==> src/rtl/serial_frame_tx_pkg.sv <==
// Shared frame definitions for the serial frame transmitter and the downstream demux controller.
// SERIAL_FRAME_PARITY_EN adds the parity state; both ends of the link must be built with the same setting.
package serial_frame_tx_pkg;

  localparam int   PORT_W     = 2;
  localparam int   CNT_W      = 4;
  localparam logic START_BIT  = 1'b0;
  localparam logic IDLE_LEVEL = 1'b1;

  typedef enum logic [2:0] {
    ST_IDLE,
    ST_ARMED,
    ST_START,
    ST_PORT,
    ST_COUNT,
    ST_DATA
`ifdef SERIAL_FRAME_PARITY_EN
    ,
    ST_PARITY
`endif
  } tx_state_e;

  function automatic logic hdr_parity(input logic [PORT_W-1:0] port, input logic [CNT_W-1:0] cnt);
    return ^{port, cnt};
  endfunction

endpackage

==> src/rtl/serial_frame_tx_bit_counter.sv <==
// Loadable down-counter that tracks the remaining bits of the current frame field.
// Advances only on the bit-rate strobe; a load wins over a decrement and it parks at zero.
module frame_bit_counter
  import serial_frame_tx_pkg::*;
(
  input  logic             clk_i,
  input  logic             rst_ni,
  input  logic             en_i,
  input  logic             ld_i,
  input  logic [CNT_W-1:0] ld_val_i,
  output logic [CNT_W-1:0] cnt_o,
  output logic             zero_o
);

  logic [CNT_W-1:0] cnt_q;
  logic [CNT_W-1:0] cnt_d;

  always_comb begin
    cnt_d = cnt_q;
    if (en_i) begin
      if (ld_i) begin
        cnt_d = ld_val_i;
      end else if (cnt_q != '0) begin
        cnt_d = cnt_q - 1'b1;
      end
    end
  end

  always_ff @(posedge clk_i or negedge rst_ni) begin
    if (!rst_ni) begin
      cnt_q <= '0;
    end else begin
      cnt_q <= cnt_d;
    end
  end

  assign cnt_o  = cnt_q;
  assign zero_o = (cnt_q == '0);

endmodule

==> src/rtl/serial_frame_tx.sv <==
// Framed serial transmitter: start bit, port MSB-first, count MSB-first, payload LSB-first, one bit per clkEn.
// Request registered in 1 clk; requests while busy are dropped. SERIAL_FRAME_PARITY_EN appends an even-parity bit.
module serial_frame_tx
  import serial_frame_tx_pkg::*;
#(
  parameter int DATA_W = 15
) (
  input  logic              clk,
  input  logic              rst,
  input  logic              clkEn,
  input  logic              start,
  input  logic [PORT_W-1:0] portNum,
  input  logic [CNT_W-1:0]  numData,
  input  logic [DATA_W-1:0] data,
  output logic              serOut,
  output logic              busy,
  output logic              done
);

  localparam int IDX_W = $clog2(DATA_W);

  tx_state_e         state_q;
  logic [PORT_W-1:0] port_q;
  logic [CNT_W-1:0]  num_q;
  logic [DATA_W-1:0] data_q;
  logic              ser_q;
  logic              busy_q;
  logic              done_q;

  logic              cnt_ld_d;
  logic [CNT_W-1:0]  cnt_val_d;
  logic [CNT_W-1:0]  cnt_q;
  logic              cnt_zero;

  logic [$clog2(PORT_W)-1:0] port_idx;
  logic [$clog2(CNT_W)-1:0]  cnt_idx;
  logic [IDX_W-1:0]          data_idx;

  frame_bit_counter u_bit_cnt (
    .clk_i   (clk),
    .rst_ni  (rst),
    .en_i    (clkEn),
    .ld_i    (cnt_ld_d),
    .ld_val_i(cnt_val_d),
    .cnt_o   (cnt_q),
    .zero_o  (cnt_zero)
  );

  // Counter holds the bits still to follow the one on the line, so the next bit index derives from it.
  assign port_idx = $clog2(PORT_W)'(cnt_q - 1'b1);
  assign cnt_idx  = $clog2(CNT_W)'(cnt_q - 1'b1);
  assign data_idx = IDX_W'(num_q - cnt_q);

  always_comb begin
    cnt_ld_d  = 1'b0;
    cnt_val_d = '0;
    unique case (state_q)
      ST_START: begin
        cnt_ld_d  = 1'b1;
        cnt_val_d = CNT_W'(PORT_W - 1);
      end
      ST_PORT: begin
        if (cnt_zero) begin
          cnt_ld_d  = 1'b1;
          cnt_val_d = CNT_W'(CNT_W - 1);
        end
      end
      ST_COUNT: begin
        if (cnt_zero && (num_q != '0)) begin
          cnt_ld_d  = 1'b1;
          cnt_val_d = num_q - 1'b1;
        end
      end
      default: begin
      end
    endcase
  end

`ifdef SERIAL_FRAME_PARITY_EN
  logic [DATA_W-1:0] pay_mask;
  logic              parity_bit;

  always_comb begin
    pay_mask = '0;
    for (int i = 0; i < DATA_W; i++) begin
      pay_mask[i] = (i < int'(num_q));
    end
  end

  assign parity_bit = hdr_parity(port_q, num_q) ^ (^(data_q & pay_mask));
`endif

  always_ff @(posedge clk or negedge rst) begin
    if (!rst) begin
      state_q <= ST_IDLE;
      port_q  <= '0;
      num_q   <= '0;
      data_q  <= '0;
      ser_q   <= IDLE_LEVEL;
      busy_q  <= 1'b0;
      done_q  <= 1'b0;
    end else begin
      done_q <= 1'b0;
      unique case (state_q)
        ST_IDLE: begin
          if (start) begin
            port_q  <= portNum;
            num_q   <= numData;
            data_q  <= data;
            busy_q  <= 1'b1;
            state_q <= ST_ARMED;
          end
        end
        ST_ARMED: begin
          if (clkEn) begin
            ser_q   <= START_BIT;
            state_q <= ST_START;
          end
        end
        ST_START: begin
          if (clkEn) begin
            ser_q   <= port_q[PORT_W-1];
            state_q <= ST_PORT;
          end
        end
        ST_PORT: begin
          if (clkEn) begin
            if (!cnt_zero) begin
              ser_q <= port_q[port_idx];
            end else begin
              ser_q   <= num_q[CNT_W-1];
              state_q <= ST_COUNT;
            end
          end
        end
        ST_COUNT: begin
          if (clkEn) begin
            if (!cnt_zero) begin
              ser_q <= num_q[cnt_idx];
            end else if (num_q != '0) begin
              ser_q   <= data_q[0];
              state_q <= ST_DATA;
            end else begin
`ifdef SERIAL_FRAME_PARITY_EN
              ser_q   <= parity_bit;
              state_q <= ST_PARITY;
`else
              ser_q   <= IDLE_LEVEL;
              busy_q  <= 1'b0;
              done_q  <= 1'b1;
              state_q <= ST_IDLE;
`endif
            end
          end
        end
        ST_DATA: begin
          if (clkEn) begin
            if (!cnt_zero) begin
              ser_q <= data_q[data_idx];
            end else begin
`ifdef SERIAL_FRAME_PARITY_EN
              ser_q   <= parity_bit;
              state_q <= ST_PARITY;
`else
              ser_q   <= IDLE_LEVEL;
              busy_q  <= 1'b0;
              done_q  <= 1'b1;
              state_q <= ST_IDLE;
`endif
            end
          end
        end
`ifdef SERIAL_FRAME_PARITY_EN
        ST_PARITY: begin
          if (clkEn) begin
            ser_q   <= IDLE_LEVEL;
            busy_q  <= 1'b0;
            done_q  <= 1'b1;
            state_q <= ST_IDLE;
          end
        end
`endif
        default: begin
          state_q <= ST_IDLE;
        end
      endcase
    end
  end

  assign serOut = ser_q;
  assign busy   = busy_q;
  assign done   = done_q;

endmodule

==> config.mk <==
export PLATFORM = sky130hd
export DESIGN_NAME = serial_frame_tx
export DESIGN_NICKNAME = d
export VERILOG_FILES = /design/src/rtl/serial_frame_tx_pkg.sv /design/src/rtl/serial_frame_tx_bit_counter.sv /design/src/rtl/serial_frame_tx.sv
export SDC_FILE = /design/constraint.sdc
export NUM_CORES = 1
export LEC_CHECK = 0
export ABC_AREA = 1
export CORE_MARGIN = 1.5
export CORE_UTILIZATION = 58
export CTS_CLUSTER_DIAMETER = 100
export DETAILED_ROUTE_END_ITERATION = 10
export PLACE_DENSITY = 0.89
export SYNTH_ARGS = -nofsm -noshare
export SYNTH_HDL_FRONTEND = slang
export SYNTH_SLANG_ARGS = --single-unit
export TNS_END_PERCENT = 1
==> constraint.sdc <==
create_clock -name clk -period 3.3 [get_ports clk]
set_clock_uncertainty 0.1 [all_clocks]
set_input_delay 0.66 -clock clk [delete_from_list [all_inputs] [get_ports clk]]
set_output_delay 0.66 -clock clk [all_outputs]
set_load 0.02 [all_outputs]
==> results.yml <==
timing:
  rsz0062_at_grt: "false"
  fin_tns_setup_ns: 0
  setup_violations: 0
  slew_headroom_pct: 58.04
  min_period_ns: 2.273
  fin_ws_ns: 1.027
  finalHoldViolations: 0
  fin_crit_sh_pct: 68.88
  worstMarginPinSlew_ns: 0.6272
  drv_slew: 0
  fmax_mhz: 439.9
drt:
  routed_via_density: 5.354
  drt-pass1-iter-count: 4
  post_drt_wl_per_cell_um: 12.39
  via_count: 1681
  drt_iter0_markers: 91
  drc: 0
  ant_nets: 0
  wirelength_mm: 3.890
clock_tree:
  cts_resized: 0
  ctsHoldBuffers: 0
  cts.htree.levels: 2
  clock_path_buffers: 2
  cts_tree: "yes"
  post-cts-setup-buffers: 0
  cts_root_buf: "clkbuf_4"
  clk_latency_ns: 0.35
  clock_sinks: 31
  cts_made_buffers: 5
  clkTransAtPathRegs_ns: 0.11
placed_design:
  routabilityCongestion: 0.9157
  placed_area_sq_um: 2198
  dp_slack_ns: 1.068
  dp_hpwl_mm: 2.962
  port_buffers: 27
synthesis:
  synth-seq-cells: 31
  synth_area_sq_um: 1884
  synth-seq-area-share_pct: 41.24
  synth_top_area_cell: "dfrtp_1"
  netlist_instances: 238
  yosysUniqueCellTypes: 30
  yosysTopAreaCellShare_pct: 39.84
  ys.warnings.count: 0
  netlist_top_cells_area: "dfrtp_1 40%, nand2_1 9.6%, inv_1 6.0%"
  postSynthAreaPerCell_sq_um: 7.917
  synthesis.nets: 270
global_route:
  grt.overflow.total: 0
  grt_pass1_vias: 1545
  grt_max_degree: 37
  antenna_found_initial: 0
  grt_pass1_wl_mm: 6.679
  track_usage_pct: 25.40
setup_path:
  cp_slowest_cell: "clkdlybuf4s50_1"
  path_buf_inv: 1
  critPathRequiredTime_ns: 2.54
  path_max_fanout: 2
  startpoint_type: "flip-flop"
  reg2reg_slack_ns: 1.13
  critPathTopFamily: "buffers and inverters"
  path_cells: "clkdlybuf4s50_1"
  arrival_ns: 1.51
  worst-setup-path-type: "reg2out"
  slowest_delay_ns: 0.60
  setup.worst_path.end_class: "primary output"
floorplanning:
  die_area_sq_um: 3600
  fp.coreArea_sq_um: 3078
  start_util_pct: 61.22
  die_y_um: 60
  die_width_um: 60
  num_rows: 20
  io_pins: 28
cells_and_area:
  drive_gt1_share_pct: 11.85
  stdcell_area_sq_um: 2252
  antenna_cells: 0
  nNetsFinal: 301
  synthToLayoutAreaGrowth_pct: 19.52
run:
  maxCapViolCount: 0
power_and_ir_drop:
  pwr_density_cell_nw_per_um2: 990.2
  finalPower_mw: 2.230
  vdd_ir_drop_max_mv: 0.5334
  power.leakage_nw: 1.079
min_path:
  worstHoldPathType: "reg2reg"
status:
  outcome: "complete, no violations"
-- path summary, 6_finish.rpt --
kind,startpoint,end,cells past startpoint
min in group asynchronous,rst,num_q[0],2
worst min-delay path,serOut,serOut,2
worst min register to register,serOut,serOut,2
worst max-delay path,serOut,serOut,1
worst max register to register,num_q[0],serOut,13
max in group asynchronous,rst,serOut,2
-- logic make-up after synthesis --
group	after synthesis	synth area share [%]
compound gates	41	12.09
xor+xnor	6	2.789
fa+ha+maj	7	5.046
buf+inv	39	7.968
flops	31	41.24
mux	6	3.585
simple gates	108	27.29
-- per-layer routing --
layer  vias to the layer above  wire length (um)  global-route usage (%)
met3                        14               223                   7.359
met2                        49              1798                   37.27
met4                         0               135                   14.29
met1                       777              1734                   33.47
met5                         -                 0                       0
li1                        841                 -                       -
-- report_power, final --
part / switching (mW) / internal (mW) / total [mW]
clock network: 0.138 / 0.0821 / 0.220
registers: 0.129 / 0.555 / 0.684
logic: 0.796 / 0.529 / 1.33
-- Yosys cell counts (all sizes together) --
master,number
xor2,3
nand4,1
nor3,6
buf,3
dfstp,1
xnor2,3
inv,35
o22ai,3
nand2,51
clkbuf,1
a2111oi,1
dfrtp,30
or2,1
mux2,6
fa,1
nand3,23
a21oi,20
nor2,26
ha,6
o21ai,14
o211ai,3
-- layout by cell type (no fill, tap or decap) --
cell type / count
o21ai_0: 8
nor2_4: 1
nor3_4: 1
nand3_1: 20
nor3_2: 1
nand2_2: 3
nand3_4: 2
inv_2: 5
clkinvlp_4: 1
dfrtp_1: 30
inv_1: 30
nand4_2: 1
buf_4: 1
fa_1: 1
ha_1: 6
o21ai_2: 2
nor3_1: 4
mux2_2: 6
or2_1: 1
dfstp_2: 1
a2111oi_0: 1
o22ai_1: 3
clkdlybuf4s50_1: 27
nand2_1: 48
xnor2_1: 3
xor2_1: 3
clkinv_2: 1
nand3_2: 1
a21oi_1: 20
o21ai_1: 4
nor2_1: 25
clkbuf_1: 1
o211ai_1: 3
clkbuf_4: 5
-- sequential cells by signal (all words and copies together) (netlist names) --
register,count
state_q,3
busy,1
port_q,2
data_q,15
num_q,4
u_bit_cnt.cnt_o,4
done,1
serOut,1
-- metrics by stage --
step,hold WS [ns],utilization [%],instances
3_3_place_gp,0.3675,71.42,306
6_report,0.3911,73.17,314
2_1_floorplan,0.2644,-,238
3_5_place_dp,0.3824,71.42,306
4_1_cts,0.3976,73.17,314
5_1_grt,0.4093,73.17,314
-- layout make-up --
class | count | area, sq um
multi-input cells | 168 | 957.2
fillers | 265 | 825.8
flip-flops and latches | 31 | 777.0
repair buffers | 28 | 277.8
inverters | 35 | 131.4
well taps | 44 | 55.05
clock buffers | 6 | 41.29
clock inverters | 2 | 12.51
Power figures use the tool's default switching activity.
